==> src/rtl/spi_slave.sv <==
// spi_slave: peripheral end of the SPI link (CPOL = 0). The pins are oversampled
// in the clk domain, and data is returned on miso on the master's falling edge.
// The user side has a TX holding register and a RX register with overrun flag.
module spi_slave #(
    parameter int DWIDTH = 8
) (
    input  logic              clk,
    input  logic              rst,
    input  logic              ss_n,
    input  logic              sclk,
    input  logic              mosi,
    output logic              miso,
    input  logic [DWIDTH-1:0] din,
    input  logic              wr,
    output logic              tx_ready,
    output logic [DWIDTH-1:0] dout,
    output logic              rx_valid,
    input  logic              rd,
    output logic              overrun,
    output logic              busy
);

    localparam int CW = $clog2(DWIDTH + 1);
    localparam logic [CW-1:0] LAST_BIT = CW'(DWIDTH - 1);

    typedef enum logic {
        IDLE,
        SHIFT
    } state_t;

    state_t              state;
    logic [2:0]          ss_pipe;
    logic [2:0]          sclk_pipe;
    logic [1:0]          mosi_pipe;
    logic [DWIDTH-1:0]   hold_reg;
    logic [DWIDTH-1:0]   tx_shift;
    logic [DWIDTH-2:0]   rx_shift;
    logic [CW-1:0]       bit_cnt;
    logic                word_done;

    logic                ss_fall;
    logic                ss_rise;
    logic                sclk_rise;
    logic                sclk_fall;
    logic [DWIDTH-1:0]   rx_next;
    logic [DWIDTH-1:0]   load_val;

    // Edges are taken between the synchronised flop and the extra delay flop.
    assign ss_fall   =  ss_pipe[2]   & ~ss_pipe[1];
    assign ss_rise   = ~ss_pipe[2]   &  ss_pipe[1];
    assign sclk_rise = ~sclk_pipe[2] &  sclk_pipe[1];
    assign sclk_fall =  sclk_pipe[2] & ~sclk_pipe[1];
    assign rx_next   = {rx_shift, mosi_pipe[1]};
    // An empty holding register sends zeros (underrun).
    assign load_val  = tx_ready ? '0 : hold_reg;

    // Synchronise the link pins; the reset values match the idle levels so no false edge follows reset.
    always_ff @(posedge clk or negedge rst) begin
        if (!rst) begin
            ss_pipe   <= '1;
            sclk_pipe <= '0;
            mosi_pipe <= '0;
        end else begin
            ss_pipe   <= {ss_pipe[1:0], ss_n};
            sclk_pipe <= {sclk_pipe[1:0], sclk};
            mosi_pipe <= {mosi_pipe[0], mosi};
        end
    end

    // Frame FSM together with the user write/read ports; every output is registered here.
    always_ff @(posedge clk or negedge rst) begin
        if (!rst) begin
            state     <= IDLE;
            miso      <= 1'b0;
            dout      <= '0;
            rx_valid  <= 1'b0;
            overrun   <= 1'b0;
            tx_ready  <= 1'b1;
            busy      <= 1'b0;
            hold_reg  <= '0;
            tx_shift  <= '0;
            rx_shift  <= '0;
            bit_cnt   <= '0;
            word_done <= 1'b0;
        end else begin
            if (wr && tx_ready) begin
                hold_reg <= din;
                tx_ready <= 1'b0;
            end
            if (rd && rx_valid) begin
                rx_valid <= 1'b0;
                overrun  <= 1'b0;
            end

            case (state)
                IDLE: begin
                    miso <= 1'b0;
                    busy <= 1'b0;
                    if (ss_fall) begin
                        tx_shift  <= load_val;
                        miso      <= load_val[DWIDTH-1];
                        if (!tx_ready) begin
                            tx_ready <= 1'b1;
                        end
                        bit_cnt   <= '0;
                        word_done <= 1'b0;
                        state     <= SHIFT;
                    end
                end

                SHIFT: begin
                    if (ss_rise) begin
                        state     <= IDLE;
                        miso      <= 1'b0;
                        busy      <= 1'b0;
                        bit_cnt   <= '0;
                        word_done <= 1'b0;
                    end else if (sclk_rise) begin
                        rx_shift <= rx_next[DWIDTH-2:0];
                        if (bit_cnt == LAST_BIT) begin
                            bit_cnt   <= '0;
                            busy      <= 1'b0;
                            word_done <= 1'b1;
                            if (!rx_valid || rd) begin
                                dout     <= rx_next;
                                rx_valid <= 1'b1;
                            end else begin
                                overrun <= 1'b1;
                            end
                        end else begin
                            bit_cnt <= bit_cnt + CW'(1);
                            busy    <= 1'b1;
                        end
                    end else if (sclk_fall) begin
                        if (bit_cnt != '0) begin
                            tx_shift <= tx_shift << 1;
                            miso     <= tx_shift[DWIDTH-2];
                        end else if (word_done) begin
                            tx_shift  <= load_val;
                            miso      <= load_val[DWIDTH-1];
                            if (!tx_ready) begin
                                tx_ready <= 1'b1;
                            end
                            word_done <= 1'b0;
                        end
                    end
                end

                default: state <= IDLE;
            endcase
        end
    end

endmodule
==> config.mk <==
export PLATFORM = sky130hd
export DESIGN_NAME = spi_slave
export DESIGN_NICKNAME = d
export VERILOG_FILES = /design/src/rtl/spi_slave.sv
export SDC_FILE = /design/constraint.sdc
export NUM_CORES = 1
export LEC_CHECK = 0
export BUFFER_PORTS_ARGS = -buffer_cell sky130_fd_sc_hd__buf_2
export CORE_AREA = 2 2 72 74
export CTS_CLUSTER_DIAMETER = 100
export DETAILED_ROUTE_END_ITERATION = 12
export DIE_AREA = 0 0 74 76
export PLACE_DENSITY = 0.74
export SLEW_MARGIN = 20
export SYNTH_ARGS = -nofsm -noshare
export SYNTH_HDL_FRONTEND = slang
export SYNTH_SLANG_ARGS = --single-unit
==> constraint.sdc <==
create_clock -name clk -period 2.1 [get_ports clk]
set_input_delay 0.105 -clock clk [delete_from_list [all_inputs] [get_ports clk]]
set_output_delay 0.105 -clock clk [all_outputs]
set_load 0.03 [all_outputs]
==> results of run 1 <==
-- critical path, stage by stage (launching register included) --
cell	delay, ps
dfrtp_1	420
ha_1	230
and3b_2	260
nand4_1	200
a21oi_4	350
mux2_2	380
-- final cells by class --
type	instances	area [um^2]
Fill cell	446	2420
Multi-Input combinational cell	116	835
Clock inverter	3	25.0
Tap cell	70	87.6
Sequential cell	49	1230
Inverter	8	30.0
Timing Repair Buffer	36	215
Clock buffer	5	68.8
-- what timing repair did --
action                    CTS  global route
resized for setup           0             0
hold buffers                5             0
hold endpoints to repair   31             0
-- power groups by stage --
stage	clock (mW)	combinational, mW	sequential [mW]
6_report	0.581	0.542	1.32
5_1_grt	0.641	0.619	1.35
4_1_cts	0.599	0.551	1.32
3_5_place_dp	0	0.543	1.34
3_3_place_gp	0	0.527	1.33
2_1_floorplan	0	0.415	1.31
-- cell usage in the layout, fill, tap and decap left out, drive strengths merged, types with 2 or more instances in the layout --
cell type	instances
a21oi	4
a22o	2
and2	2
buf	31
clkbuf	5
dfrtp	45
dfstp	4
dlygate4sd3	5
ha	4
inv	10
mux2	16
mux2i	7
nand2	33
nand3	2
nand3b	3
nor2b	8
nor3	2
nor3b	3
o21ai	11
or3b	2
-- per-layer routing --
layer	vias up	GRT usage	part of all wire	wire, um
met1	694	0.192	0.47	1790
met2	22	0.230	0.47	1760
met4	0	0.0764	0.025	94
met3	10	0.0331	0.035	133
li1	696	-	-	-
met5	-	0	0	0
-- through the flow --
stage          utilization  setup WS (ps)
2_1_floorplan            -            400
3_5_place_dp         0.478            172
4_1_cts              0.507            167
6_report             0.507            167
5_1_grt              0.507           68.6
3_3_place_gp         0.478            281
-- how the worst max path moves through the flow --
stage	startpoint	to	slack (ps)	depth (start not counted)
global placement	bit_cnt[0]$_DFFE_PN0P_	dout[6]$_DFFE_PN0P_	280	5
finish	bit_cnt[0]$_DFFE_PN0P_	dout[3]$_DFFE_PN0P_	170	5
detailed placement	bit_cnt[0]$_DFFE_PN0P_	dout[3]$_DFFE_PN0P_	170	5
global route	bit_cnt[0]$_DFFE_PN0P_	dout[3]$_DFFE_PN0P_	70	5
floorplan	ss_pipe[2]$_DFF_PN1_	dout[0]$_DFFE_PN0P_	400	5
CTS	bit_cnt[0]$_DFFE_PN0P_	dout[3]$_DFFE_PN0P_	170	5
-- cells by family after synthesis --
group,synth area share
flops,0.578
fa+ha+maj,0.0235
buf+inv,0.0305
compound gates,0.101
mux,0.117
simple gates,0.150
==> metrics, run 1 <==
vias in the first global route=1431; worst reg2reg path startpoint=bit_cnt[0]$_DFFE_PN0P_; Worst Setup End Kind=flip-flop; Starting Density=0.434; Placed Instance Area=0.00235 mm^2; Pleak=1.24 nW; routed vias/inst=4.95; Mapped Area=0.00213 mm^2; ANT nets after route=0; Cell variety after synth=43; R2R depth=5; final wirelength=3770 um; CTS tree=yes; Seq cells post-synth=49; run status=finished clean; DR DRC count=0; port bufs=27; most numerous cell in the Yosys netlist=dfrtp_1; Worst Clk Skew=9.81 ps; post-DP HPWL=2640 um; max cap viols=0; Hold Path Stages=2; Max rail drop VDD=405 uV; I/O pin total=28; postcts setup bufs=0; die width=74 um; ys flop type=dfrtp_1; hold wc startpoint=din[3]; overall routing resource usage=0.149; sequential area share after synthesis=0.578; Warnings, synthesis=0; synth cell count leaders=dfrtp_1 (45), nand2_1 (32), mux2_2 (16); Pins Over Slew Limit=0; min Tclk post-route=1930 ps; Fmax achieved=517 MHz; Final Cell Area=0.00249 mm^2; Final Cycle Share=0.920; Rows=26; # clock sinks=49; area leader, netlist=dfrtp_1; Wirelength per Cell=13.1 um; final std cells w/o fill=287; Longest Clk Path Bufs=2; global route overflow=0; Sw Ratio=0.308; ANT cells=0; Combinational Power Share=0.222; fin nets=235; syn_nets=198; RSZ-0062 raised after global routing=no; WS Path Type=flip-flop to flip-flop; first-pass GRT wire length=6470 um; Placer Congestion=0.865; pin count of the biggest net entering global routing=33; Clk pin slew, worst setup/hold paths=100 ps; die area=0.00562 mm^2; clock group share of total power=0.238; Worst-Skew Late Latency=310 ps; clock root cell=clkbuf_8; pwr/cell area=979 mW/mm^2; CP required=2310 ps; layout cell share with drive strength beyond 1=0.309; Crit path arrival time=2140 ps; die height=76 um; hold path endpoint=hold_reg[3]$_DFFE_PN0P_; Final setup viols=0; Worst Hold Class=input pin to flip-flop; Syn Inst Count=179; Slew @ Worst Pin=719 ps; Inst Count DP=274; Num CTS Buffers=5; reg-to-reg endpoint=dout[3]$_DFFE_PN0P_; Yosys top cell area share=0.528; CP Launch Type=flip-flop; Core ar.=0.00491 mm^2; CTS H-tree lvls=2; sequential power share=0.540; Fin Hold WS=17.9 ps; Pint=1.69 mW; Pwr Total=2.44 mW; initial antenna violation count=0; Fin. Hold Viols=0; Area growth syn-to-layout=17.0%; Psw=0.752 mW; initial drt markers=39; Crit Path Max Fanout=8; Async S/R FF share, synth=1.00; number of synthesized flops with an enable pin=0; Detailed Routing Iterations Pass 1=4; reg-to-reg setup timing slack=170 ps; post-route setup TNS=0 ps; Slew HR=0.521; ranking of synthesized cells by area=dfrtp_1 (53%), mux2_2 (8.5%), nand2_1 (5.6%), dfstp_2 (4.9%), mux2i_1 (3.3%); total number of vias=1422; Mean Syn Cell Area=11.9 um^2
(Power assumes the default switching activity.)
==> run 2, diff against run 1 <==
- CORE_AREA: 2 2 72 74 -> 2 2 65 67
- DIE_AREA: 0 0 74 76 -> 0 0 67 69
- GPL_ROUTABILITY_DRIVEN: default -> 0
- PLACE_DENSITY: 0.74 -> 0.86
- RECOVER_POWER: default -> 25
==> metrics, run 2 (same netlist as run 1, synthesis figures left out) <==
run status=finished clean; # resized after CTS=0 (unchanged); post-route setup TNS=0 ps (unchanged); pwr/cell area=979 mW/mm^2 (about the same); Pleak=1.19 nW (-4.3%); I/O pin total=28 (unchanged); Final setup viols=0 (unchanged); die width=67 um (-9.5%); hold wc startpoint=rd; vias in the first global route=1418 (-0.91%); Worst Clk Skew=7.17 ps (-2.64 ps); die area=0.00462 mm^2 (-18%); Detailed Routing Iterations Pass 1=4 (unchanged); Fmax achieved=526 MHz (+1.7%); Clk pin slew, worst setup/hold paths=80 ps (-20 ps); # hold bufs at CTS=4 (-1); reg-to-reg setup timing slack=200 ps (+30 ps); DR DRC count=0 (unchanged); routed vias/inst=5.30 (+7.0%); Final Util=0.626 (+0.119); WS Path Type=flip-flop to flip-flop; Rows=23 (-12%); most frequent cells in the layout=dfrtp_1 (45), nand2_1 (32), mux2_2 (16), buf_2 (14), clkbuf_1 (13); Starting Density=0.544 (+0.111); Worst Hold Class=input pin to flip-flop; total number of vias=1421 (-0.070%); Core ar.=0.00391 mm^2 (-20%); initial drt markers=78 (+100%); Final Cycle Share=0.905 (-0.0152); CP Launch Type=flip-flop; CP cell instances=ha_1 > and3b_2 > nand4_1 > a21oi_4 > mux2_2; Area growth syn-to-layout=15.0%; Layout fillers=330 (-26%); postcts setup bufs=0 (unchanged); first-pass GRT wire length=6230 um (-3.7%); CP max-delay cell=dfrtp_1; Crit Path Max Fanout=8 (unchanged); commonest non-fill, non-tap cell in the layout=dfrtp_1; worst reg2reg path startpoint=bit_cnt[1]$_DFFE_PN0P_; Slew HR=0.329 (-0.192); Num CTS Buffers=5 (unchanged); Pwr Total=2.40 mW (-1.6%); CTS H-tree lvls=2 (unchanged); Longest Clk Path Bufs=2 (unchanged); Worst Setup End Kind=flip-flop; min Tclk post-route=1900 ps (-31.8 ps); ANT nets after route=0 (unchanged); pin count of the biggest net entering global routing=44 (+33%); fin nets=236 (+0.43%); global route overflow=0 (unchanged); port bufs=27 (unchanged); overall routing resource usage=0.177 (+0.0288); crit path from=bit_cnt[1]$_DFFE_PN0P_; CTS tree=yes; post-DP HPWL=2650 um (+0.22%); die height=69 um (-9.2%); initial antenna violation count=0 (unchanged); Worst-Skew Late Latency=300 ps (about the same); Slew @ Worst Pin=1010 ps (+288 ps); layout cell share with drive strength beyond 1=0.252 (-0.0565); final wirelength=3610 um (-4.3%); ANT cells=0 (unchanged); Crit path arrival time=2080 ps (-60 ps); Wirelength per Cell=13.5 um (+2.5%); RSZ-0062 raised after global routing=no; # clock sinks=49 (unchanged); clock root cell=clkbuf_8; Max rail drop VDD=511 uV (+26%); max cap viols=0 (unchanged); CP required=2280 ps (-30 ps); Pins Over Slew Limit=0 (unchanged); CP peak stage delay=410 ps (about the same); Fin. Hold Viols=0 (unchanged)
-- run 2: cell types whose count changed in the layout (fill, tap and decap cells not counted), sizes merged --
cell	delta
inv	-2
buf	-11
clkinvlp	+1
clkbuf	+14
dlygate4sd3	-1
-- run 2: final timing paths --
check,cells past startpoint,end
min in group asynchronous,2,tx_shift[5]$_DFFE_PN0P_
worst min register to register,0,sclk_pipe[1]$_DFF_PN0_
worst min-delay path,2,overrun$_DFF_PN0_
max in group asynchronous,3,dout[0]$_DFFE_PN0P_
worst max register to register,5,dout[0]$_DFFE_PN0P_
worst max-delay path,5,dout[0]$_DFFE_PN0P_
-- run 2: per-layer routing --
metal | wire length, um | vias up | GRT usage
met2 | 1840 | 29 | 0.295
li1 | - | 693 | -
met3 | 136 | 5 | 0.0538
met4 | 36 | 0 | 0.0408
met1 | 1600 | 694 | 0.225
met5 | 0 | - | 0
-- run 2: area by class of cell --
type | count | area (um^2) | area share
clock buffers | 6 | 72.6 | 0.0296
clock inverters | 2 | 15.0 | 0.00613
inverters | 8 | 30.0 | 0.0123
multi-input cells | 116 | 835 | 0.340
flip-flops and latches | 49 | 1230 | 0.502
well taps | 50 | 62.6 | 0.0255
repair buffers | 37 | 205 | 0.0837
-- run 2: power by group --
group / total [mW] / switching [mW] / internal (mW)
clock network: 0.530 / 0.295 / 0.235
registers: 1.32 / 0.150 / 1.17
logic: 0.550 / 0.275 / 0.275
total: 2.40 / 0.720 / 1.68
-- run 2: stage by stage --
stage                     instances  setup slack (ps)  hold slack, ps  instance area [um^2]
after floorplan                 179               400            -191                  2130
after global placement          256               218             212                  2340
after detailed placement        256               185             211                  2340
after CTS                       268               176            4.53                  2470
after global routing            268              57.8            6.94                  2450
final                           268               199            9.47                  2450
-- run 2: critical path: cells and delay by family, from the launching register on --
kind | cells | cell delay [ps]
AOI/OAI and AO/OA | 1 | 320
muxes | 1 | 370
DFF | 1 | 410
adders and majority gates | 1 | 200
and+or+nand+nor | 2 | 480
